### src/rtl/voice_alloc.sv
// voice_alloc: polyphonic voice allocator between the MIDI decoder and the voice bank.
// Each accepted note message triggers a serial scan over the slots, one slot per cycle.
// The scan finds a matching held note, the lowest free slot and the oldest active slot.
// A single APPLY cycle then updates the chosen slot. Result latency is NUM_VOICES+2 cycles.
// Optional build macro SUSTAIN_PEDAL_EN adds sustain pedal handling (CC 64).

// One voice slot: holds note, velocity, channel and age, and produces the trigger pulse.
module voice_slot (
  input  logic       CLK,
  input  logic       RES,
`ifdef SUSTAIN_PEDAL_EN
  input  logic       sus_set,
  input  logic       sus_clr,
`endif
  input  logic       load,
  input  logic       rel,
  input  logic       age_inc,
  input  logic [3:0] chan_in,
  input  logic [6:0] note_in,
  input  logic [6:0] vel_in,
  output logic       active,
  output logic       trig,
  output logic [3:0] chan,
  output logic [6:0] note,
  output logic [6:0] vel,
  output logic [7:0] age
);
`ifdef SUSTAIN_PEDAL_EN
  logic sustained;
`endif

  // Slot state. A load wins over everything else. A released slot keeps its note and
  // velocity so the voice can play its release phase.
  always_ff @(posedge CLK) begin
    if (RES) begin
      active <= 1'b0;
      trig   <= 1'b0;
      chan   <= '0;
      note   <= '0;
      vel    <= '0;
      age    <= '0;
`ifdef SUSTAIN_PEDAL_EN
      sustained <= 1'b0;
`endif
    end else begin
      trig <= load;
      if (load) begin
        active <= 1'b1;
        chan   <= chan_in;
        note   <= note_in;
        vel    <= vel_in;
        age    <= '0;
`ifdef SUSTAIN_PEDAL_EN
        sustained <= 1'b0;
`endif
      end else begin
        if (age_inc && active && age != 8'hFF) age <= age + 8'd1;
        if (rel) active <= 1'b0;
`ifdef SUSTAIN_PEDAL_EN
        if (sus_set) sustained <= 1'b1;
        if (sus_clr && sustained) begin
          active    <= 1'b0;
          sustained <= 1'b0;
        end
`endif
      end
    end
  end
endmodule

module voice_alloc #(
  parameter int NUM_VOICES = 8,
  parameter int MIDI_CHAN  = 0,
  parameter bit OMNI       = 1'b1
) (
  input  logic                    CLK,
  input  logic                    RES,
  input  logic                    MSG_VALID,
  input  logic [3:0]              CH_MESSAGE,
  input  logic [3:0]              CHAN,
  input  logic [6:0]              NOTE,
  input  logic [6:0]              VELOCITY,
  input  logic [6:0]              LSB,
  input  logic [6:0]              MSB,
  output logic                    BUSY,
  output logic [NUM_VOICES-1:0]   GATE,
  output logic [NUM_VOICES-1:0]   TRIG,
  output logic [7*NUM_VOICES-1:0] VOICE_NOTE,
  output logic [7*NUM_VOICES-1:0] VOICE_VEL,
  output logic                    STOLE
);
  localparam int IW = $clog2(NUM_VOICES);
  localparam logic [IW-1:0] LAST  = IW'(NUM_VOICES - 1);
  localparam logic [3:0]    LCHAN = 4'(MIDI_CHAN);

  localparam logic [1:0] ST_IDLE  = 2'd0;
  localparam logic [1:0] ST_SCAN  = 2'd1;
  localparam logic [1:0] ST_APPLY = 2'd2;

  logic [1:0]    state;
  logic [IW-1:0] idx;

  // Latched message
  logic       m_on;
  logic [3:0] m_chan;
  logic [6:0] m_note;
  logic [6:0] m_vel;

  // Scan results
  logic          match_f, free_f, old_f;
  logic [IW-1:0] match_i, free_i, old_i, tgt;
  logic [7:0]    old_age;

  // Slot state as packed arrays
  logic [NUM_VOICES-1:0]      slot_act, slot_trig;
  logic [NUM_VOICES-1:0][3:0] slot_chan;
  logic [NUM_VOICES-1:0][6:0] slot_note, slot_vel;
  logic [NUM_VOICES-1:0][7:0] slot_age;

  logic chan_ok, msg_on, msg_off, accept, apply, rel_ok, pedal_up;

  assign chan_ok = OMNI || (CHAN == LCHAN);
  assign msg_on  = (CH_MESSAGE == 4'h9) && (VELOCITY != 7'd0);
  assign msg_off = (CH_MESSAGE == 4'h8) || ((CH_MESSAGE == 4'h9) && (VELOCITY == 7'd0));
  assign accept  = (state == ST_IDLE) && MSG_VALID && chan_ok && (msg_on || msg_off);
  assign apply   = (state == ST_APPLY);
  assign BUSY    = (state != ST_IDLE);

`ifdef SUSTAIN_PEDAL_EN
  logic pedal, pedal_evt, unused_msb;
  assign pedal_evt  = (state == ST_IDLE) && MSG_VALID && chan_ok &&
                      (CH_MESSAGE == 4'hB) && (LSB == 7'd64);
  // MSB >= 64 is exactly bit 6 set.
  assign pedal_up   = pedal_evt && !MSB[6];
  assign rel_ok     = !pedal;
  assign unused_msb = ^MSB[5:0];

  // Pedal register, updated only from IDLE in a single cycle.
  always_ff @(posedge CLK) begin
    if (RES)            pedal <= 1'b0;
    else if (pedal_evt) pedal <= MSB[6];
  end
`else
  logic unused_cc;
  assign pedal_up  = 1'b0;
  assign rel_ok    = 1'b1;
  assign unused_cc = ^{LSB, MSB, pedal_up};
`endif

  // Pick the NOTE ON target: a retrigger first, then a free slot, else the oldest slot.
  always_comb begin
    tgt = old_i;
    if (match_f)     tgt = match_i;
    else if (free_f) tgt = free_i;
  end

  // Control FSM: latch the message, scan one slot per cycle, apply for one cycle.
  always_ff @(posedge CLK) begin
    if (RES) begin
      state   <= ST_IDLE;
      idx     <= '0;
      m_on    <= 1'b0;
      m_chan  <= '0;
      m_note  <= '0;
      m_vel   <= '0;
      match_f <= 1'b0;
      free_f  <= 1'b0;
      old_f   <= 1'b0;
      match_i <= '0;
      free_i  <= '0;
      old_i   <= '0;
      old_age <= '0;
    end else begin
      case (state)
        ST_IDLE: if (accept) begin
          m_on    <= msg_on;
          m_chan  <= CHAN;
          m_note  <= NOTE;
          m_vel   <= VELOCITY;
          idx     <= '0;
          match_f <= 1'b0;
          free_f  <= 1'b0;
          old_f   <= 1'b0;
          old_age <= '0;
          state   <= ST_SCAN;
        end
        ST_SCAN: begin
          if (!match_f && slot_act[idx] && slot_chan[idx] == m_chan && slot_note[idx] == m_note) begin
            match_f <= 1'b1;
            match_i <= idx;
          end
          if (!free_f && !slot_act[idx]) begin
            free_f <= 1'b1;
            free_i <= idx;
          end
          // Strict compare keeps the lowest index on equal ages.
          if (slot_act[idx] && (!old_f || slot_age[idx] > old_age)) begin
            old_f   <= 1'b1;
            old_i   <= idx;
            old_age <= slot_age[idx];
          end
          if (idx == LAST) state <= ST_APPLY;
          else             idx   <= idx + 1'b1;
        end
        ST_APPLY: state <= ST_IDLE;
        default:  state <= ST_IDLE;
      endcase
    end
  end

  // Steal flag pulses with TRIG when no match and no free slot existed.
  always_ff @(posedge CLK) begin
    if (RES) STOLE <= 1'b0;
    else     STOLE <= apply && m_on && !match_f && !free_f;
  end

  for (genvar gi = 0; gi < NUM_VOICES; gi++) begin : g_slot
    logic hit;
    assign hit = match_f && (match_i == IW'(gi));
    voice_slot u_slot (
      .CLK     (CLK),
      .RES     (RES),
`ifdef SUSTAIN_PEDAL_EN
      .sus_set (apply && !m_on && hit && pedal),
      .sus_clr (pedal_up),
`endif
      .load    (apply && m_on && (tgt == IW'(gi))),
      .rel     (apply && !m_on && hit && rel_ok),
      .age_inc (apply && m_on),
      .chan_in (m_chan),
      .note_in (m_note),
      .vel_in  (m_vel),
      .active  (slot_act[gi]),
      .trig    (slot_trig[gi]),
      .chan    (slot_chan[gi]),
      .note    (slot_note[gi]),
      .vel     (slot_vel[gi]),
      .age     (slot_age[gi])
    );
  end

  assign GATE       = slot_act;
  assign TRIG       = slot_trig;
  assign VOICE_NOTE = slot_note;
  assign VOICE_VEL  = slot_vel;
endmodule

### config.mk
export PLATFORM = sky130hd
export DESIGN_NAME = voice_alloc
export DESIGN_NICKNAME = d
export VERILOG_FILES = /design/src/rtl/voice_alloc.sv
export SDC_FILE = /design/constraint.sdc
export NUM_CORES = 1
export LEC_CHECK = 0
export CAP_MARGIN = 40
export CELL_PAD_IN_SITES_DETAIL_PLACEMENT = 0
export CELL_PAD_IN_SITES_GLOBAL_PLACEMENT = 1
export CORE_MARGIN = 1
export CORE_UTILIZATION = 42
export DETAILED_ROUTE_END_ITERATION = 6
export PLACE_DENSITY_LB_ADDON = 0.1
export RECOVER_POWER = 100
export SLEW_MARGIN = 20
export SYNTH_ARGS = -nofsm -noshare
export SYNTH_HDL_FRONTEND = slang
export SYNTH_SLANG_ARGS = --single-unit
### constraint.sdc
create_clock -name CLK -period 4.1 [get_ports CLK]
set_input_delay 0.82 -clock CLK [delete_from_list [all_inputs] [get_ports CLK]]
set_output_delay 0.82 -clock CLK [all_outputs]
set_load 0.005 [all_outputs]
==> results of run 1 <==
[power by group through the flow]
stage / Clock, mW / Sequential, mW / Combinational (mW)
after floorplan: 0 / 2.68 / 0.0768
final: 2.78 / 2.64 / 0.128
after global routing: 2.93 / 2.64 / 0.138
after CTS: 2.83 / 2.64 / 0.132
after detailed placement: 0 / 2.69 / 0.132
after global placement: 0 / 2.69 / 0.128
[cell families (layout without fill, tap and decap cells)]
kind of cell	after synthesis	in the layout	synth area share, %
DFF	269	269	48.51
muxes	90	90	12.11
xor gates and xnor gates	61	61	4.813
AOI/OAI and AO/OA	230	230	16.19
adders and majority gates	18	18	2.029
buffers and inverters	103	240	4.272
and+or+nand+nor	286	286	12.08
[worst reg2reg max path, delay by kind of cell (launching register included)]
kind            cells  cell delay [ns]
mux                 3             1.21
simple gates        1             0.13
flops               1             0.68
fa+ha+maj           1             0.29
compound gates      5             1.23
[how the worst min path moves through the flow]
stage                                 start                 endpoint  slack, ns  depth (start not counted)
floorplan                             old_f                    old_f       0.44                          2
global placement                      old_f                    old_f       0.44                          2
detailed placement                    old_f                    old_f       0.45                          2
CTS                                   old_f                    old_f       0.46                          2
global route        g_slot[3].u_slot.vel[6]  g_slot[3].u_slot.vel[6]       0.48                          1
finish                                old_f                    old_f       0.46                          2
[layer usage]
layer	track usage, %	vias to the layer above	wire [microns]
met5	0	-	0
met4	5.922	0	618
met3	2.888	50	1222
met2	38.83	179	14760
met1	30.71	4100	14080
li1	-	4068	-
[flip-flops by register name (all words and copies together) (netlist names), 8 cells and up]
register              cells
g_slot.u_slot.age        64
g_slot.u_slot.active      8
g_slot.u_slot.trig        8
g_slot.u_slot.vel        56
g_slot.u_slot.note       56
g_slot.u_slot.chan       32
old_age                   8
[cells in the mapped netlist, types with 11 or more instances]
cell	instances	area (sq um)
and3_1	11	68.82
mux4_2	34	765.7
buf_1	21	78.83
ha_1	18	225.2
a22o_1	144	1261
nand3_1	21	105.1
nand2_1	101	379.1
xor2_1	37	324.1
nand4_1	27	168.9
nor2_1	79	296.5
clkbuf_1	44	165.2
mux2i_1	42	420.4
buf_4	16	120.1
a21oi_1	43	215.2
mux2_2	14	157.7
dfxtp_1	269	5385
xnor2_1	24	210.2
[area by class of cell]
cell class              instances  area, sq um
repair buffers                183         1728
inverters                      10        37.54
fillers                      2353        12150
multi-input cells             685         5256
clock inverters                10        211.5
well taps                     335        419.2
flip-flops and latches        269         5388
clock buffers                  37        794.5
==> flow_metrics.py, run 1 <==
metrics = {
    "outcome": {
        "outcome": "finished, final reports clean",
    },
    "worst_setup_path": {
        "crit_path_max_fanout": 19,
        "crit_required_ns": 4.56,
        "crit_path_end": "old_i[1]",
        "critPathSlowestCell": "dfxtp_2",
        "startpoint": "idx[0]",
        "r2r_start": "idx[0]",
        "cp.depth": 10,
        "cp.arrival_ns": 4.09,
        "crit_buf_inv": 0,
        "critical_path.top_delay_family": "compound AO/OA/AOI/OAI gates",
        "path_class": "flop to flop",
        "rrSetupSlack_ns": 0.47,
        "cp-start-kind": "flop",
        "crit_path_frequent_cell": "o21ai_0",
        "reg2reg_depth": 10,
        "timing.rr.end": "old_i[1]",
        "critPathCaptureType": "flop",
        "slowest_delay_ns": 0.68,
        "critical_path.cell_chain": "mux4_2, mux2_1, ha_1, nor2b_1, o21a_1, o21ai_0, a21oi_1, o22a_1, o21ai_0, mux2i_1",
    },
    "timing": {
        "layout_min_cycle_time_ns": 3.627,
        "finalClockSkew_ns": 0.02694,
        "rsz0062_at_grt": "false",
        "finalSetupTns_ns": 0,
        "hold_viol_final": 0,
        "post-route-period-util_pct": 88.45,
        "setup_slack_ns": 0.4734,
        "relSlewSlack_pct": 5.420,
        "holdWs_ns": 0.4571,
        "setup_viol": 0,
        "worst_slew_pin_slew_ns": 1.419,
        "timing.fmax_ghz": 0.2757,
        "finalMaxSlewViolations": 0,
    },
    "final_layout": {
        "finish.utilization_pct": 53.24,
        "final_nets": 1234,
        "design_area_sq_mm": 0.01383,
        "layout_common_cells": "dfxtp_1, a22o_1, dlygate4sd3_1, nand2_1, nor2_1",
        "drive_gt1_share_pct": 10.39,
        "insertedDiodeCount": 0,
        "areaGrowthSynthToFinish_pct": 24.63,
        "fin_cells": 1529,
        "final_common_cell": "dfxtp_1",
    },
    "clock_tree": {
        "clkSinkCount": 269,
        "cts_buffer_depth": 3,
        "postCtsHoldBufs": 0,
        "path_clk_slew_ns": 0.06,
        "cts_resized": 0,
        "clk_latency_ns": 0.56,
        "cts_tree": "built",
        "ctsRootBufferMaster": "clkbuf_16",
        "htreeDepth": 1,
        "postCtsSetupBuffers": 0,
        "numCtsBuffers": 28,
    },
    "floorplanning": {
        "core-area_sq_mm": 0.02598,
        "start_util_pct": 42.72,
        "fp.dieH_microns": 164.6,
        "die_w_microns": 164.6,
        "fp-row-count": 59,
        "ios": 169,
        "die_area_sq_mm": 0.02708,
    },
    "place": {
        "place.gp.congestion": 0.7912,
        "port_buffers": 154,
        "place_area_sq_mm": 0.01292,
        "dp_hpwl_microns": 21450,
        "pre_cts_slack_ns": 0.6225,
        "place_inst": 1482,
    },
    "power_and_ir_drop": {
        "total_leakage_power_nw": 5.502,
        "seq_power_share_pct": 47.6,
        "p_per_area_mw_per_mm2": 400.5,
        "power.total_mw": 5.541,
        "p_sw_share_pct": 20.81,
        "comb_power_share_pct": 2.3,
        "p_clk_share_pct": 50.1,
        "p_int_mw": 4.388,
        "ir_worst_vdd_mv": 0.3296,
        "p_switching_mw": 1.153,
    },
    "global_route": {
        "globalRouteOverflowTotal": 0,
        "first_global_vias": 7968,
        "antenna_found_initial": 0,
        "grt_max_degree": 33,
        "grt_pass1_wl_microns": 47530,
        "grt_util_all_layers_pct": 22.89,
    },
    "synthesis": {
        "netlist_area_sq_mm": 0.01110,
        "synthFlopType": "dfxtp_1",
        "avgSynthCellArea_sq_um": 10.50,
        "yosysUniqueCellTypes": 45,
        "yosysWarnings": 0,
        "synth-seq-area-share_pct": 48.51,
        "synth_nets": 1114,
        "async_flop_share_pct": 0,
        "synthCells": 1057,
        "synth_seq_cells": 269,
        "synth_edf_count": 0,
    },
    "drt": {
        "first_iter_violations": 586,
        "vias_per_cell": 5.492,
        "wl_per_cell_microns": 20.07,
        "drc_errors": 0,
        "drtPass1Iterations": 5,
        "ant_nets": 0,
        "routed_wirelength_microns": 30680,
        "num_vias": 8397,
    },
    "worst_hold_path": {
        "hold_class": "flop to flop",
    },
    "run": {
        "drv_cap": 0,
    },
}
No activity file was read; power rests on OpenSTA's default activity.
==> run 2, diff against run 1 <==
--- a/config.mk
+++ b/config.mk
@@ -17,3 +17,4 @@
 export SYNTH_ARGS = -nofsm -noshare
 export SYNTH_HDL_FRONTEND = slang
 export SYNTH_SLANG_ARGS = --single-unit
+export TNS_END_PERCENT = 1
==> results of run 2 <==
No change in the layout: final DEF, timing and power equal those of run 1.
==> run 3, diff against run 2 <==
--- a/config.mk
+++ b/config.mk
@@ -8,11 +8,12 @@
 export CAP_MARGIN = 40
 export CELL_PAD_IN_SITES_DETAIL_PLACEMENT = 0
 export CELL_PAD_IN_SITES_GLOBAL_PLACEMENT = 1
-export CORE_MARGIN = 1
-export CORE_UTILIZATION = 42
+export CORE_UTILIZATION = 44
+export CTS_BUF_LIST = sky130_fd_sc_hd__clkbuf_4 sky130_fd_sc_hd__clkbuf_8
 export DETAILED_ROUTE_END_ITERATION = 6
 export PLACE_DENSITY_LB_ADDON = 0.1
 export RECOVER_POWER = 100
+export SKIP_LAST_GASP = 1
 export SLEW_MARGIN = 20
 export SYNTH_ARGS = -nofsm -noshare
 export SYNTH_HDL_FRONTEND = slang
==> flow_metrics.py, run 3 (same netlist as run 1, synthesis figures left out) <==
metrics = {
    "global_route": {
        "antenna_found_initial": 1,
        "grt_max_degree": 39,
        "first_global_vias": 8390,
        "grt_pass1_wl_microns": 48680,
        "grt_util_all_layers_pct": 24.25,
        "globalRouteOverflowTotal": 0,
    },
    "timing": {
        "finalSetupTns_ns": 0,
        "finalMaxSlewViolations": 39,
        "timing.fmax_ghz": 0.2814,
        "worst_slew_pin_slew_ns": 2.015,
        "layout_min_cycle_time_ns": 3.554,
        "relSlewSlack_pct": -34.36,
        "hold_viol_final": 0,
        "setup_slack_ns": 0.5464,
        "rsz0062_at_grt": "false",
        "finalClockSkew_ns": 0.03130,
        "post-route-period-util_pct": 86.67,
        "setup_viol": 0,
    },
    "clock_tree": {
        "path_clk_slew_ns": 0.05,
        "cts_tree": "built",
        "numCtsBuffers": 45,
        "clkSinkCount": 269,
        "ctsRootBufferMaster": "clkbuf_8",
        "clk_latency_ns": 0.57,
        "cts_resized": 0,
        "postCtsSetupBuffers": 0,
        "htreeDepth": 2,
        "cts_buffer_depth": 3,
        "postCtsHoldBufs": 0,
    },
    "final_layout": {
        "regMostFlops": "g_slot.u_slot.age",
        "design_area_sq_mm": 0.01370,
        "areaGrowthSynthToFinish_pct": 23.44,
        "finish.utilization_pct": 55.85,
        "top_regs": "g_slot.u_slot.age x64, g_slot.u_slot.note x56, g_slot.u_slot.vel x56",
        "fillCellCount": 2254,
        "final_common_cell": "dfxtp_1",
        "drive_gt1_share_pct": 12.61,
        "largest_reg_flops": 64,
        "layout_common_cells": "dfxtp_1, a22o_1, dlygate4sd3_1, nand2_1, nor2_1",
        "final_nets": 1248,
    },
    "drt": {
        "num_vias": 8645,
        "routed_wirelength_microns": 31290,
        "drc_errors": 0,
        "drtPass1Iterations": 4,
        "first_iter_violations": 549,
        "ant_nets": 0,
        "vias_per_cell": 5.592,
        "wl_per_cell_microns": 20.24,
    },
    "floorplanning": {
        "die_area_sq_mm": 0.02587,
        "start_util_pct": 45.25,
        "core-area_sq_mm": 0.02453,
        "fp.dieH_microns": 160.8,
        "ios": 169,
        "die_w_microns": 160.8,
        "fp-row-count": 57,
    },
    "run": {
        "drv_cap": 1,
    },
    "worst_hold_path": {
        "hold_depth": 2,
        "hold_class": "flop to flop",
        "hp-start": "old_f",
        "holdPathEnd": "old_f",
    },
    "power_and_ir_drop": {
        "total_leakage_power_nw": 5.485,
        "p_per_area_mw_per_mm2": 380.2,
        "ir_worst_vdd_mv": 0.2417,
    },
    "place": {
        "place.gp.congestion": 0.8040,
        "pre_cts_slack_ns": 0.6893,
        "place_area_sq_mm": 0.01286,
        "port_buffers": 154,
        "dp_hpwl_microns": 21070,
    },
    "worst_setup_path": {
        "rrSetupSlack_ns": 0.55,
        "path_class": "flop to flop",
        "timing.rr.end": "old_f",
        "cp.arrival_ns": 3.90,
        "critPathCaptureType": "flop",
        "cp-start-kind": "flop",
        "crit_required_ns": 4.44,
        "critical_path.cell_chain": "buf_4, mux4_2, mux2_2, ha_1, nor2b_1, o21a_1, o21ai_0, a21oi_1, o22a_1, o21ai_0, a21oi_1",
        "r2r_start": "idx[1]",
        "critPathSlowestCell": "dfxtp_1",
        "slowest_delay_ns": 0.68,
        "crit_path_max_fanout": 9,
        "reg2reg_depth": 11,
        "startpoint": "idx[1]",
    },
    "outcome": {
        "outcome": "finished, violations left",
        "violations": "max-capacitance violations, max-slew violations",
    },
}
run 3: changes by cell type in the layout (fill, tap and decap cells not counted), sizes merged:
cell    delta
buf        -1
bufinv     -6
clkbuf    +33
clkinv     -1
diode      +1
inv        +2
run 3: how the worst max path moves through the flow:
stage | slack, ns | cells past startpoint | to
finish | 0.55 | 11 | old_f
global route | 0.29 | 9 | match_i[0]
CTS | 0.68 | 10 | old_age[0]
detailed placement | 0.69 | 10 | old_age[0]
global placement | 0.71 | 10 | old_age[0]
floorplan | 0.47 | 15 | old_age[0]
run 3: layout make-up:
class / instances / area (sq um) / share of cell area [%]
diodes: 1 / 2.502 / 0.01826
clock buffers: 72 / 890.9 / 6.501
clock inverters: 5 / 35.03 / 0.2557
inverters: 10 / 37.54 / 0.2739
multi-input cells: 685 / 5253 / 38.33
flip-flops and latches: 269 / 5386 / 39.31
well taps: 324 / 405.4 / 2.958
repair buffers: 180 / 1693 / 12.35
run 3: worst max-delay path, delay by kind of cell, from the launching register on:
family                     cells  cell delay (ns)
AOI/OAI and AO/OA              6             1.33
adders and majority gates      1             0.28
buffers and inverters          1             0.29
DFF                            1             0.68
muxes                          2             0.62
and+or+nand+nor                1             0.13
run 3: layer usage:
layer	GRT usage [%]	up-vias	share of wire, %
met5	0	-	0
met4	6.346	0	1.4
met3	4.804	40	6.2
met2	37.15	279	44
met1	34.81	4222	49
li1	-	4104	-
run 3: power by group:
group | internal, mW | leakage (nW) | switching (mW)
sequential | 2.62 | 2.17 | 0.0175
combinational | 0.0432 | 2.82 | 0.0863
clock | 1.37 | 0.499 | 1.07
total | 4.04 | 5.49 | 1.17
run 3: through the flow:
step | power (mW) | hold WS (ns) | std cells
global placement | 2.822 | 0.4433 | 1460
CTS | 5.255 | 0.4602 | 1545
finish | 5.209 | 0.4637 | 1546
floorplan | 2.755 | 0.4363 | 1057
global route | 5.389 | 0.4829 | 1545
detailed placement | 2.824 | 0.4516 | 1468
